$ cat config.mk
export PLATFORM = sky130hd
export DESIGN_NAME = dmem_port_arbiter
export DESIGN_NICKNAME = d
export VERILOG_FILES = /design/src/rtl/dmem_arb_pkg.sv /design/src/rtl/dmem_tag_pipe.sv /design/src/rtl/dmem_port_arbiter.sv
export SDC_FILE = /design/constraint.sdc
export NUM_CORES = 1
export LEC_CHECK = 0
export BUFFER_PORTS_ARGS = -buffer_cell sky130_fd_sc_hd__buf_2
export CAP_MARGIN = 20
export CELL_PAD_IN_SITES_DETAIL_PLACEMENT = 1
export CELL_PAD_IN_SITES_GLOBAL_PLACEMENT = 1
export CORE_ASPECT_RATIO = 0.9
export CORE_MARGIN = 2
export CORE_UTILIZATION = 28
export CTS_CLUSTER_SIZE = 24
export DETAILED_ROUTE_END_ITERATION = 12
export PLACE_DENSITY_LB_ADDON = 0.1
export SLEW_MARGIN = 25
export SYNTH_ARGS = -nofsm -noshare
export SYNTH_HDL_FRONTEND = slang
export SYNTH_HIERARCHICAL = 1
export SYNTH_SLANG_ARGS = --single-unit
$ cat constraint.sdc
create_clock -name clk -period 1.7 [get_ports clk]
set_clock_uncertainty 0.05 [all_clocks]
set_input_delay 0.085 -clock clk [delete_from_list [all_inputs] [get_ports clk]]
set_output_delay 0.085 -clock clk [all_outputs]
set_load 0.1 [all_outputs]
$ cat src/rtl/dmem_arb_pkg.sv
// rtl/dmem_arb_pkg.sv - shared types and constants for the data-memory port arbiter
package dmem_arb_pkg;

    // BRAM read latencies the tag pipeline and writeback alignment are built for
    localparam int RD_LAT_MIN = 1;
    localparam int RD_LAT_MAX = 2;

    // Lane identifiers carried in the tag
    localparam logic LANE3 = 1'b0;
    localparam logic LANE4 = 1'b1;

    typedef enum logic [1:0] {
        IDLE   = 2'd0,
        SECOND = 2'd1,
        HOLD   = 2'd2
    } arb_state_t;

    // One entry per issued access that matters to writeback.
    // rd is zero for stores so a paired store still marks its slot.
    typedef struct packed {
        logic       valid;
        logic       lane;
        logic [6:0] rd;
        logic       pair;
    } mem_tag_t;

    function automatic mem_tag_t make_tag(input logic       valid,
                                          input logic       lane,
                                          input logic [6:0] rd,
                                          input logic       pair);
        mem_tag_t t;
        t.valid = valid;
        t.lane  = lane;
        t.rd    = rd;
        t.pair  = pair;
        return t;
    endfunction

endpackage

$ cat src/rtl/dmem_tag_pipe.sv
// rtl/dmem_tag_pipe.sv - delay line aligning access tags with BRAM read data
module dmem_tag_pipe
    import dmem_arb_pkg::*;
#(
    parameter int DEPTH = 1
)
(
    input  logic     clk,
    input  logic     rst,
    input  mem_tag_t tag_i,
    output mem_tag_t tag_o
);

    mem_tag_t stage_q [DEPTH];

    // Shift the issue-time tag so it emerges in the cycle mem_rdata is valid
    always_ff @(posedge clk) begin
        if (rst) begin
            for (int i = 0; i < DEPTH; i++) begin
                stage_q[i] <= '0;
            end
        end else begin
            stage_q[0] <= tag_i;
            for (int i = 1; i < DEPTH; i++) begin
                stage_q[i] <= stage_q[i-1];
            end
        end
    end

    assign tag_o = stage_q[DEPTH-1];

endmodule

$ cat src/rtl/dmem_port_arbiter.sv
// rtl/dmem_port_arbiter.sv - serialises the two load/store lanes onto one BRAM port
module dmem_port_arbiter
    import dmem_arb_pkg::*;
#(
    parameter int RD_LAT = 1,
    parameter int AW     = 30
)
(
    input  logic          clk,
    input  logic          rst,
    input  logic          stall,
    input  logic          dec_mre3,
    input  logic          dec_mwe3,
    input  logic [AW-1:0] daddr3,
    input  logic [31:0]   wdata3,
    input  logic [6:0]    dec_rd3,
    input  logic          dec_mre4,
    input  logic          dec_mwe4,
    input  logic [AW-1:0] daddr4,
    input  logic [31:0]   wdata4,
    input  logic [6:0]    dec_rd4,
    output logic          mem_en,
    output logic          mem_we,
    output logic [AW-1:0] mem_addr,
    output logic [31:0]   mem_wdata,
    input  logic [31:0]   mem_rdata,
    output logic          mem_stall,
    output logic [31:0]   wb_memdata3,
    output logic [31:0]   wb_memdata4,
    output logic [6:0]    wb_rd3,
    output logic [6:0]    wb_rd4
);

    if (RD_LAT < RD_LAT_MIN || RD_LAT > RD_LAT_MAX) begin : g_bad_rd_lat
        $error("dmem_port_arbiter: unsupported RD_LAT %0d", RD_LAT);
    end

    arb_state_t    state_q, state_d;
    logic          act3, act4;
    logic          issue, issue_l4, pair, stall_req;
    logic          sel_mre, sel_mwe, sel_load;
    logic [AW-1:0] sel_addr;
    logic [31:0]   sel_wdata;
    logic [6:0]    sel_rd;
    mem_tag_t      tag_in, tag_out;

    logic [31:0]   hold_data_q;
    logic [6:0]    hold_rd_q;
    logic [31:0]   wb_memdata3_q, wb_memdata4_q;
    logic [6:0]    wb_rd3_q, wb_rd4_q;

    assign act3 = dec_mre3 | dec_mwe3;
    assign act4 = dec_mre4 | dec_mwe4;

    // Decide which lane (if any) owns the port this cycle and where the bundle goes next
    always_comb begin
        state_d   = state_q;
        issue     = 1'b0;
        issue_l4  = 1'b0;
        pair      = 1'b0;
        stall_req = 1'b0;
        case (state_q)
            IDLE: begin
                if (act3 && act4) begin
                    issue     = 1'b1;
                    pair      = 1'b1;
                    stall_req = 1'b1;
                    state_d   = SECOND;
                end else if (act3 || act4) begin
                    issue    = 1'b1;
                    issue_l4 = ~act3;
                    state_d  = stall ? HOLD : IDLE;
                end
            end
            SECOND: begin
                issue    = 1'b1;
                issue_l4 = 1'b1;
                pair     = 1'b1;
                state_d  = stall ? HOLD : IDLE;
            end
            HOLD: begin
                state_d = stall ? HOLD : IDLE;
            end
            default: begin
                state_d = IDLE;
            end
        endcase
        // Reset aborts any pending lane-4 issue and releases the pipeline
        if (rst) begin
            issue     = 1'b0;
            stall_req = 1'b0;
            state_d   = IDLE;
        end
    end

    // Bundle sequencing state
    always_ff @(posedge clk) begin
        if (rst) begin
            state_q <= IDLE;
        end else begin
            state_q <= state_d;
        end
    end

    assign sel_mre   = issue_l4 ? dec_mre4 : dec_mre3;
    assign sel_mwe   = issue_l4 ? dec_mwe4 : dec_mwe3;
    assign sel_addr  = issue_l4 ? daddr4   : daddr3;
    assign sel_wdata = issue_l4 ? wdata4   : wdata3;
    assign sel_rd    = issue_l4 ? dec_rd4  : dec_rd3;
    assign sel_load  = sel_mre & ~sel_mwe;

    assign mem_en    = issue;
    assign mem_we    = issue & sel_mwe;
    assign mem_addr  = issue ? sel_addr  : '0;
    assign mem_wdata = issue ? sel_wdata : '0;
    assign mem_stall = stall_req;

    // Paired accesses always carry a tag so lane 4's slot can release lane 3's held data
    assign tag_in = make_tag(issue & (sel_load | pair), issue_l4,
                             sel_load ? sel_rd : 7'd0, pair);

    dmem_tag_pipe #(
        .DEPTH (RD_LAT)
    ) u_tag_pipe (
        .clk   (clk),
        .rst   (rst),
        .tag_i (tag_in),
        .tag_o (tag_out)
    );

    // Writeback: single loads emit at once, paired lane 3 waits in the hold register for lane 4
    always_ff @(posedge clk) begin
        if (rst) begin
            hold_data_q   <= '0;
            hold_rd_q     <= '0;
            wb_memdata3_q <= '0;
            wb_memdata4_q <= '0;
            wb_rd3_q      <= '0;
            wb_rd4_q      <= '0;
        end else begin
            wb_rd3_q <= '0;
            wb_rd4_q <= '0;
            if (tag_out.valid) begin
                if (tag_out.lane == LANE3) begin
                    if (tag_out.pair) begin
                        hold_data_q <= mem_rdata;
                        hold_rd_q   <= tag_out.rd;
                    end else if (tag_out.rd != 7'd0) begin
                        wb_memdata3_q <= mem_rdata;
                        wb_rd3_q      <= tag_out.rd;
                    end
                end else begin
                    if (tag_out.pair && hold_rd_q != 7'd0) begin
                        wb_memdata3_q <= hold_data_q;
                        wb_rd3_q      <= hold_rd_q;
                    end
                    if (tag_out.rd != 7'd0) begin
                        wb_memdata4_q <= mem_rdata;
                        wb_rd4_q      <= tag_out.rd;
                    end
                end
            end
        end
    end

    assign wb_memdata3 = wb_memdata3_q;
    assign wb_memdata4 = wb_memdata4_q;
    assign wb_rd3      = wb_rd3_q;
    assign wb_rd4      = wb_rd4_q;

endmodule

* Word level (Yosys, flattened, before mapping) *
Memories as Yosys holds them, arrays and structs flattened.
Index checks and enable logic that the tools add are counted.

storage, ports and cells
  flip-flop bits (word level) = 119
  output and inout bits = 143
  memories = 1
  logic and storage cells = 73
  bits in writable memories = 10

operators by class
  mux-type cells = 36
  equal/unequal tests = 5
  reductions and logical operators = 14
  bitwise logic cells = 10

memory list
  name                depth  bits a word  read ports  clocked after Yosys merged registers in  write ports  RTL line             RTL
  u_tag_pipe.stage_q  1      10           1           0                                        1            dmem_tag_pipe.sv:14  mem_tag_t stage_q [DEPTH];

operators by type and width
  cell                                                                     count
  32-bit two-way mux                                                       6
  30-bit two-way mux                                                       2
  7-bit two-way mux                                                        6
  1-bit two-way mux                                                        14
  7-bit nonzero test                                                       2
  10-bit two-way mux                                                       1
  10-bit OR reduction                                                      1
  2-bit two-way mux                                                        3
  1-bit one-hot mux with 2 select lines                                    3
  3-bit AND reduction                                                      2
  2-bit by 1-bit inequality test with 1-bit output, second input constant  2
  1-bit inverter                                                           4
  2-bit one-hot mux with 2 select lines                                    1
  4-bit AND reduction                                                      1
  2-bit OR reduction                                                       2
  1-bit AND                                                                3
  3-bit inequality test, second input constant                             1
  1-bit OR                                                                 3
  3-bit OR reduction                                                       1
  2-bit by 1-bit == test with 1-bit output, second input constant          1
  2-bit == test, second input constant                                     1
  1-bit logical AND                                                        2
  2-bit logical NOT                                                        1
  2-bit nonzero test                                                       1
  1-bit logical OR                                                         1

* Logic depth before layout (Yosys ltp) *
Gate-level depths: netlist of run 1.

  depth after elaboration = 11
  mapped depth = 8
  depth with buffers taken out = 7

* Cells and area by module *
The synthesis of run 1 kept the hierarchy.

by module, submodules not included
  module             instances  area each (sq um)  sequential area each (sq um)  cells each
  dmem_port_arbiter  1          5801.8             2382.3                        737
  dmem_tag_pipe      1          262.8              200.2                         20

* Least setup slack after synthesis of run 1 *
OpenSTA, ideal clock, no wires.

  kind = register to output
  from = reg state_q[0]
  to = out mem_addr[10]
  arrival time = 2695 ps
  stages on the path, launching flop included = 9
  path buffers = 2
  required time = 1565 ps
  slack = -1130 ps
  cell sequence = dfxtp_1 -> inv_1 -> ha_1 -> inv_1 -> a21oi_1 -> o21bai_1 -> clkbuf_1 -> clkbuf_1 -> a21oi_1

on the way
  longest elaborated chain between the ends = 4

ends and longest elaborated chain
  what                                                                                  RTL line                                           RTL
  from (decl)                                                                           dmem_port_arbiter.sv:38                            arb_state_t state_q, state_d;
  from (signal assigned)                                                                dmem_port_arbiter.sv:101                           state_q <= state_d;
  2-bit by 1-bit == test with 1-bit output / 2-bit logical NOT (equally long branches)  dmem_port_arbiter.sv:62                            case (state_q)
  1-bit one-hot mux with 2 select lines                                                 dmem_port_arbiter.sv:62
  30-bit two-way mux / 1-bit two-way mux (equally long branches)                        dmem_port_arbiter.sv:107, dmem_port_arbiter.sv:89
  30-bit two-way mux (*)                                                                dmem_port_arbiter.sv:114                           assign mem_addr = issue ? sel_addr : '0;
  to (decl)                                                                             dmem_port_arbiter.sv:24                            output logic [AW-1:0] mem_addr,

Mark *: on every way between the ends. The rest lies on a longest branch, timed or not.

* Worst setup path in the final report of run 1 *
  from = reg state_q[1]
  to = out mem_addr[7]

Same word-level chain as after synthesis.

==> flow_summary.json, run 1 <==
{
  "status": "finished, violations left",
  "violations": "negative setup slack",
  "path_clk_slew_ps": 60,
  "setup_viol": 98,
  "tightestPinTransition_ps": 698,
  "portBuffers": 319,
  "ys_types": 38,
  "track_usage": 0.224,
  "drc_errors": 0,
  "hold_ws_ps": 10.1,
  "yosys_warnings": 6,
  "synth_fp_nets": 937,
  "critPathArrivalTime_ps": 1990,
  "die_x_um": 159,
  "start_util": 0.283,
  "clk_latency_ps": 410,
  "dp_hpwl_um": 19000,
  "worstSetupStartpointType": "register",
  "cts_root_buf": "clkbuf_16",
  "clk_path_buf_depth": 2,
  "startpoint": "state_q[1]",
  "final_cells": 1464,
  "via_count": 6935,
  "synth_area_um2": 6060,
  "via_per_inst": 4.74,
  "power_w": 0.0116,
  "routedWlPerCell_um": 18.0,
  "core_area_um2": 21400,
  "fin_ws_ps": -429,
  "clock-sinks": 129,
  "drt_iter0_markers": 235,
  "ant_nets": 0,
  "die_h_um": 144,
  "dp_cells": 1369,
  "rsz0062_at_grt": "yes",
  "syn_to_final_growth_pct": 94.8,
  "swShare": 0.380,
  "cp_max_fo": 10,
  "dieArea_um2": 22900,
  "maxSlewViolCount": 0,
  "power.switching_w": 0.00442,
  "max-cap-violations": 0,
  "hold_depth": 4,
  "power.density_nw_per_um2": 983,
  "dr.pass1.iters": 4,
  "cp-end-kind": "primary output",
  "top_level_ports": 320,
  "antenna_found_initial": 2,
  "grt_pass1_wl_um": 40600,
  "gr-total-overflow": 0,
  "grt_pass1_vias": 7305,
  "hold_class": "input port to register",
  "hold_start": "dec_rd3[1]",
  "max-vdd-ir-drop_uv": 577,
  "ff2ff_path_depth": 7,
  "wirelength_um": 26300,
  "synthCells": 757,
  "cts_tree": "done",
  "final_cell_mix": "buf_2, nand2_1, dfxtp_1",
  "htreeDepth": 4,
  "setup_tns_ps": -28820,
  "intPower_w": 0.00719,
  "seqPwrFrac": 0.274,
  "numCtsBuffers": 17,
  "fillCellCount": 2471,
  "comb_power_share": 0.404,
  "finalCritPeriodShare": 1.25,
  "synth_seq_area_share": 0.426,
  "syn_avg_cell_area_um2": 8.01,
  "crit_type": "register to primary output",
  "period_minus_slack_ps": 2130,
  "reg2reg_from": "u_tag_pipe/stage_q[0][4]",
  "synth_seq_cells": 129,
  "clockPowerShare": 0.323,
  "max_clock_freq_ghz": 0.470,
  "nets": 1340,
  "gp_congestion": 0.814,
  "grt_max_degree": 55,
  "required_ps": 1560,
  "mostFrequentLayoutCell": "buf_2",
  "drive_above_1_share": 0.519,
  "slew-limit-headroom": 0.535,
  "fp-row-count": 51,
  "p_leak_nw": 4.81,
  "final_hold_viol_count": 0
}
## power groups by stage
stage / combinational (W) / clock (W) / sequential, W
4_1_cts: 0.00457 / 0.00380 / 0.00317
6_report: 0.00469 / 0.00375 / 0.00318
3_5_place_dp: 0.00435 / 0 / 0.00323
2_1_floorplan: 0.00249 / 0 / 0.00356
3_3_place_gp: 0.00432 / 0 / 0.00323
5_1_grt: 0.00488 / 0.00394 / 0.00319
## synth_stat cells (all sizes together)
library cell  count  share of area
o21bai            1         0.0012
nor2             48          0.030
buf              20          0.021
a21boi            1         0.0012
ha                3         0.0062
a211oi           32          0.064
inv               8         0.0050
nor2b            10          0.010
a22oi             4         0.0050
nor3b             1         0.0012
dfxtp           129           0.43
and3              8         0.0083
o21ai             2         0.0017
o221ai            1         0.0014
a31oi             3         0.0041
or2               3         0.0031
nand2b            1         0.0010
a21oi           114          0.095
a2111oi           1         0.0045
nand3             1        0.00082
and2              1         0.0010
or4b              1         0.0017
nand2           220           0.14
clkbuf           39          0.024
nor3             34          0.029
mux2i            68           0.11
nor4              2         0.0045
o22ai             1         0.0010
## sequential cells by signal, indices dropped and copies added (netlist names)
name and cells:
hold_data_q 32, state_q 2, wb_rd3 7, wb_memdata3 32
wb_memdata4 32, u_tag_pipe/stage_q 10, wb_rd4 7, hold_rd_q 7
## kinds of logic after synthesis
family / share of synthesized area
adders and majority gates: 0.00619
and+or+nand+nor: 0.227
buffers and inverters: 0.0497
DFF: 0.426
muxes: 0.112
AOI/OAI and AO/OA: 0.179
## what timing repair did
action,4_1_cts,5_1_grt
pin swaps,4,24
cloned,5,2
endpoints found under the hold margin,68,0
hold buffers,38,0
setup buffers,13,7
resized for setup,31,54
setup endpoints to repair,102,119
## per-layer routing
metal	up-vias	wire length, um	track usage
met3	33	1160	0.0496
met2	163	13400	0.410
met4	2	505	0.0545
met5	-	13	0
met1	3370	11200	0.269
li1	3367	-	-
## layout make-up
type                       instances  area, um2  share of cell area
multi-input combinational        561       4170               0.353
timing repair buffer             443       4050               0.343
sequential                       129       2590               0.219
clock buffer                      19        443              0.0375
tap                              291        364              0.0308
clock inverter                    12        159              0.0135
inverter                           8       30.0             0.00254
antenna                            1       2.50            0.000212
## worst paths after layout
| kind | endpoint | slack [ps] |
|---|---|---|
| setup / recovery | mem_addr[7] | -430 |
| setup reg to reg | wb_memdata3[17] | -200 |
| hold / removal | u_tag_pipe/stage_q[0][2] | 10 |
| hold reg to reg | hold_data_q[11] | 400 |
## through the flow
stage	worst slack, ps	area, um2	util
after CTS	-446	11500	0.538
after floorplan	-419	6930	-
after detailed placement	-159	10200	0.476
final	-429	11800	0.551
after global placement	-69.1	10200	0.476
after global routing	-514	11800	0.551
## critical path, cell delays in order (launching register included)
cell	delay, ps
dfxtp_2	330
inv_2	50
ha_2	180
a31oi_4	220
buf_12	190
clkbuf_16	170
nand2_1	100
a21oi_4	160
buf_12	190
(Power assumes the default switching activity.)
==> run 2: changes to the inputs <==
--- a/config.mk
+++ b/config.mk
@@ -7,2 +7,3 @@
 export LEC_CHECK = 0
+export ABC_AREA = 1
 export BUFFER_PORTS_ARGS = -buffer_cell sky130_fd_sc_hd__buf_2
--- a/constraint.sdc
+++ b/constraint.sdc
@@ -4,2 +4,2 @@
 set_output_delay 0.085 -clock clk [all_outputs]
-set_load 0.1 [all_outputs]
+set_load 0.005 [all_outputs]
==> run 2 against run 1 <==
Against the previous run:
- the run ends with negative hold slack, negative setup slack left
- largest power group is now the clock network
- critical endpoint is now mem_addr[12]
- register-to-register slack gained 180 ps
- fmax grew 7.7%
- non-clock buffer count shrank 26
- synthesized cell count grew 18%
- via count grew 6.5%
- count of clock-buffer cells in the layout shrank 1
- flip-flop and latch count is the same
- highest routed layer is now met4
==> flow_summary.json, run 2 <==
{
  "status": "finished, violations left",
  "violations": "negative hold slack, negative setup slack",
  "mostFrequentLayoutCell": "buf_2",
  "synth_fa_ha_area_frac": 0.00583,
  "routedWlPerCell_um": 16.8,
  "period_minus_slack_ps": 1980,
  "crit_cells": 9,
  "crit_path_max_incr_delay_ps": 350,
  "max-vdd-ir-drop_uv": 584,
  "ant_nets": 0,
  "grt_pass1_wl_um": 40200,
  "synth_seq_cells": 129,
  "finalCritPeriodShare": 1.16,
  "fp-row-count": 52,
  "synthCells": 896,
  "required_ps": 1560,
  "cts_tree": "done",
  "synth_fp_nets": 1076,
  "wirelength_um": 26500,
  "ys_types": 31,
  "synth_mux_area_frac": 0.0497,
  "htreeDepth": 4,
  "yosysTopAreaCell": "dfxtp_1",
  "path_clk_slew_ps": 60,
  "max_clock_freq_ghz": 0.506,
  "cts_root_buf": "clkbuf_16",
  "ys.flop_type": "dfxtp_1",
  "syn_avg_cell_area_um2": 7.19,
  "async_flop_share": 0,
  "cp_max_fo": 8,
  "nets": 1444,
  "synth_commonest_cells": "nand2_1, nor2_1, a21oi_1, dfxtp_1, nand3_1",
  "die_x_um": 164,
  "antenna_found_initial": 2,
  "cp_top_family": "buffers and inverters",
  "numCtsBuffers": 17,
  "synth_seq_area_share": 0.401,
  "worstSetupStartpointType": "register",
  "fin_util": 0.455,
  "via_count": 7384,
  "synth.most_common_cell": "nand2_1",
  "synth_area_um2": 6440,
  "dieArea_um2": 24200,
  "dp_hpwl_um": 17600,
  "power.density_nw_per_um2": 887,
  "top_level_ports": 320,
  "synth-simple-area-share": 0.280,
  "slew-limit-headroom": 0.554,
  "dr.pass1.iters": 5,
  "clock-sinks": 129,
  "dp_cells": 1471,
  "core_area_um2": 22500,
  "power_w": 0.00908,
  "syn_to_final_growth_pct": 58.9,
  "via_per_inst": 4.69,
  "final_hold_viol_count": 1,
  "synth_top_area_frac": 0.401,
  "p_leak_nw": 4.65,
  "hold_depth": 4,
  "maxSlewViolCount": 0,
  "tightestPinTransition_ps": 669,
  "synth_top_family_by_area": "simple AND/OR/NAND/NOR gates",
  "grt_max_degree": 72,
  "synth_edf_count": 0,
  "final_area_um2": 10200,
  "grt_pass1_vias": 7608,
  "gp_congestion": 0.790,
  "reg2reg_slack_ps": -20,
  "cp_num_buf_inv": 4,
  "track_usage": 0.211,
  "synthTopCellsByArea": "dfxtp_1, nand2_1, a21oi_1",
  "ff2ff_path_depth": 6,
  "hold_class": "input port to register",
  "portBuffers": 319,
  "setup_viol": 65,
  "gr-total-overflow": 0,
  "clk_path_buf_depth": 2,
  "cp_cell_sequence": "inv_2 > ha_4 > nand3_4 > nand2_8 > clkinv_8 > clkbuf_16 > nand2_4 > a21oi_2 > buf_2",
  "slowest_stage": "dfxtp_2",
  "start_util": 0.286,
  "hold_ws_ps": -0.184,
  "drive_above_1_share": 0.428,
  "synthXorXnorAreaFrac": 0,
  "crit_type": "register to primary output",
  "drc_errors": 0,
  "clk_latency_ps": 410,
  "rsz0062_at_grt": "yes",
  "placed_cell_area_um2": 8310,
  "fin_ws_ps": -276,
  "final_cell_mix": "buf_2, nand2_1, nor2_1",
  "synth-compound-area-share": 0.163,
  "final_cells": 1576,
  "max-cap-violations": 0,
  "critPathArrivalTime_ps": 1840,
  "die_h_um": 148,
  "yosys_warnings": 6,
  "cp-end-kind": "primary output",
  "drt_iter0_markers": 202
}
[run 2: path summary, 6_finish.rpt]
kind,start,end
worst max-delay path,state_q[0],mem_addr[12]
worst min-delay path,dec_mwe3,state_q[1]
worst max register to register,state_q[1],state_q[0]
worst min register to register,hold_data_q[2],hold_data_q[2]
[run 2: cell families (layout without fill, tap and decap cells)]
group           Yosys count  in the layout
fa+ha+maj                 3              3
other cells               0              2
flops                   129            129
buf+inv                 107            488
mux                      32             32
simple gates            432            432
compound gates          193            193
[run 2: layer usage]
layer | share of wire | up-vias | global-route usage
li1 | - | 3668 | -
met1 | 0.41 | 3506 | 0.248
met2 | 0.52 | 186 | 0.386
met3 | 0.051 | 24 | 0.0469
met4 | 0.014 | 0 | 0.0561
met5 | 0 | - | 0
[run 2: power by group]
part           leakage [nW]  total, W  internal, W  switching (W)
sequential             1.04   0.00319      0.00312      0.0000659
combinational          3.34   0.00250      0.00116        0.00133
clock                 0.258   0.00340      0.00191        0.00150
total                  4.65   0.00908      0.00619        0.00289
[run 2: layout make-up]
class / count / area, um2
timing repair buffer: 417 / 2900
fill: 2869 / 12300
clock buffer: 18 / 429
clock inverter: 14 / 119
multi-input combinational: 660 / 3660
sequential: 129 / 2590
inverter: 39 / 161
antenna: 2 / 5.00
tap: 297 / 372
[run 2: per-stage QoR]
| stage | worst slack, ps | hold slack, ps | setup TNS (ps) |
|---|---|---|---|
| finish | -276 | -0.184 | -15340 |
| global route | -388 | 58.8 | -22180 |
| CTS | -286 | 33.0 | -16510 |
| detailed placement | -44.0 | 331 | -246 |
| global placement | 41.2 | 324 | 0 |
| floorplan | 257 | 193 | 0 |
[run 2: repair_timing]
item / 4_1_cts / 5_1_grt
hold endpoints to repair: 76 / 0
hold buffers: 49 / 0
gates cloned: 4 / 7
endpoints found under the setup margin: 72 / 74
pin swaps: 4 / 17
setup buffers: 6 / 6
resized for setup: 67 / 72
[run 2: tightest hold or removal path, stage by stage]
cell	delay, ps
buf_2	120
nor3_2	70
nand2_1	90
a21oi_1	70
==> run 3: changes to the inputs <==
- SETUP_SLACK_MARGIN: unset -> 0.2
==> run 3 against run 2 <==
Against the previous run:
- largest power group unchanged
- the run ends with negative setup slack left
- via count rose by 2.1%
- first-iteration DRC count rose by 4.0%
- clock power barely moved
- non-clock buffer count rose by 18
- count of clock-buffer cells in the layout did not move
- register-to-register slack improved by 50 ps
==> flow_summary.json, run 3 (same netlist as run 2, synthesis figures left out) <==
{
  "fp-row-count": 52,
  "rsz0062_at_grt": "yes",
  "setup_viol": 64,
  "wl_met2_um": 15200,
  "max-vdd-ir-drop_uv": 589,
  "grt_max_degree": 72,
  "hold_start": "rst",
  "core_area_um2": 22500,
  "portBuffers": 319,
  "placed_cell_area_um2": 8310,
  "setup_tns_ps": -15800,
  "clk_path_buf_depth": 2,
  "period_minus_slack_ps": 1980,
  "max_clock_freq_ghz": 0.504,
  "clk_latency_ps": 420,
  "max-cap-violations": 0,
  "reg2reg_from": "state_q[0]",
  "path_clk_slew_ps": 60,
  "crit_path_max_incr_delay_ps": 350,
  "cp_cell_sequence": "inv_2 > ha_4 > nand3_4 > nand2_8 > clkinv_8 > clkbuf_16 > nand2_2 > a21oi_2 > buf_2",
  "routedWlPerCell_um": 18.1,
  "finalCritPeriodShare": 1.17,
  "die_x_um": 164,
  "topRoutingLayerUsed": "met4",
  "critPathArrivalTime_ps": 1850,
  "maxSlewViolCount": 0,
  "start_util": 0.286,
  "gp_congestion": 0.790,
  "grt_pass1_vias": 7619,
  "cts_root_buf": "clkbuf_16",
  "slowest_stage": "dfxtp_2",
  "cts_tree": "done",
  "drc_errors": 0,
  "grt_pass1_wl_um": 40400,
  "final_cells": 1595,
  "cp_max_fo": 8,
  "cp_num_buf_inv": 4,
  "wirelength_um": 28900,
  "via_per_inst": 4.73,
  "via_count": 7537,
  "dr_wl_met3_um": 1410,
  "top_level_ports": 320,
  "pre_cts_slack_ps": -44.0,
  "drt_iter0_markers": 210,
  "dieArea_um2": 24200,
  "status": "finished, violations left",
  "ant_nets": 0,
  "dp_cells": 1471,
  "dr.pass1.iters": 4,
  "required_ps": 1560,
  "startpoint": "state_q[0]",
  "nets": 1463,
  "hold_class": "input port to register",
  "cp_top_family": "buffers and inverters",
  "final_area_um2": 10600,
  "final_cell_mix": "buf_2, nand2_1, nor2_1",
  "fin_ws_ps": -284,
  "slew-limit-headroom": 0.719,
  "gr-total-overflow": 0,
  "numCtsBuffers": 17,
  "fillCellCount": 2837,
  "final_hold_viol_count": 0,
  "crit_type": "register to primary output",
  "power.density_nw_per_um2": 870,
  "mostFrequentLayoutCell": "buf_2",
  "drive_above_1_share": 0.446,
  "worstSetupStartpointType": "register",
  "track_usage": 0.212,
  "dp_hpwl_um": 17600,
  "tightestPinTransition_ps": 421,
  "reg2reg_slack_ps": 30,
  "multi_input_area_um2": 3710,
  "syn_to_final_growth_pct": 65.0,
  "wl_met1_um": 11900,
  "p_leak_nw": 4.83,
  "antenna_found_initial": 2,
  "violations": "negative setup slack",
  "die_h_um": 148,
  "htreeDepth": 4,
  "clock-sinks": 129,
  "regArea_um2": 2610,
  "cp-end-kind": "primary output",
  "fin_util": 0.472
}
run 3: cell types whose count changed in the layout (fill, tap and decap cells not counted), sizes merged:
cell,delta
buf,+11
clkbuf,+7
nand2,+1
run 3: worst paths after layout:
path | end | depth (start not counted)
min | u_tag_pipe/stage_q[0][9] | 3
max | mem_addr[26] | 9
max reg2reg | u_tag_pipe/stage_q[0][9] | 11
min reg2reg | hold_data_q[29] | 2
run 3: cell type report:
type                    instances  share of cell area
inverters                      39              0.0159
flip-flops and latches        129               0.245
clock inverters                14              0.0112
multi-input cells             661               0.349
well taps                     297              0.0350
repair buffers                435               0.303
diodes                          2            0.000471
clock buffers                  18              0.0404
run 3: routing by layer:
metal / vias up / global-route usage
li1: 3711 / -
met1: 3601 / 0.249
met2: 200 / 0.389
met3: 25 / 0.0463
met4: 0 / 0.0513
met5: - / 0
run 3: repair_timing:
item,4_1_cts,5_1_grt
resized for setup,72,101
hold buffers,48,0
endpoints found under the setup margin,118,161
hold endpoints to repair,76,0
pin swaps,5,26
cloned,4,19
setup buffers,7,12
run 3: worst register-to-register path, stage by stage (launching register included):
cell	delay, ps
dfxtp_2	330
inv_2	70
ha_4	160
inv_2	60
o21ai_4	140
nand2_4	100
buf_12	160
clkbuf_16	160
buf_4	140
a21oi_1	120
inv_1	50
nor2_1	70
run 3: report_power, final:
part	internal, W	leakage [nW]	switching (W)	total, W
combinational	0.00124	3.53	0.00139	0.00263
sequential	0.00312	1.05	0.0000721	0.00319
clock	0.00191	0.258	0.00152	0.00342
run 3: metrics by stage:
step                      hold slack, ps  power [W]
after floorplan                      193    0.00431
after global placement               324    0.00507
after detailed placement             331    0.00509
after CTS                           33.0    0.00892
final                               42.2    0.00924
after global routing                53.5    0.00970
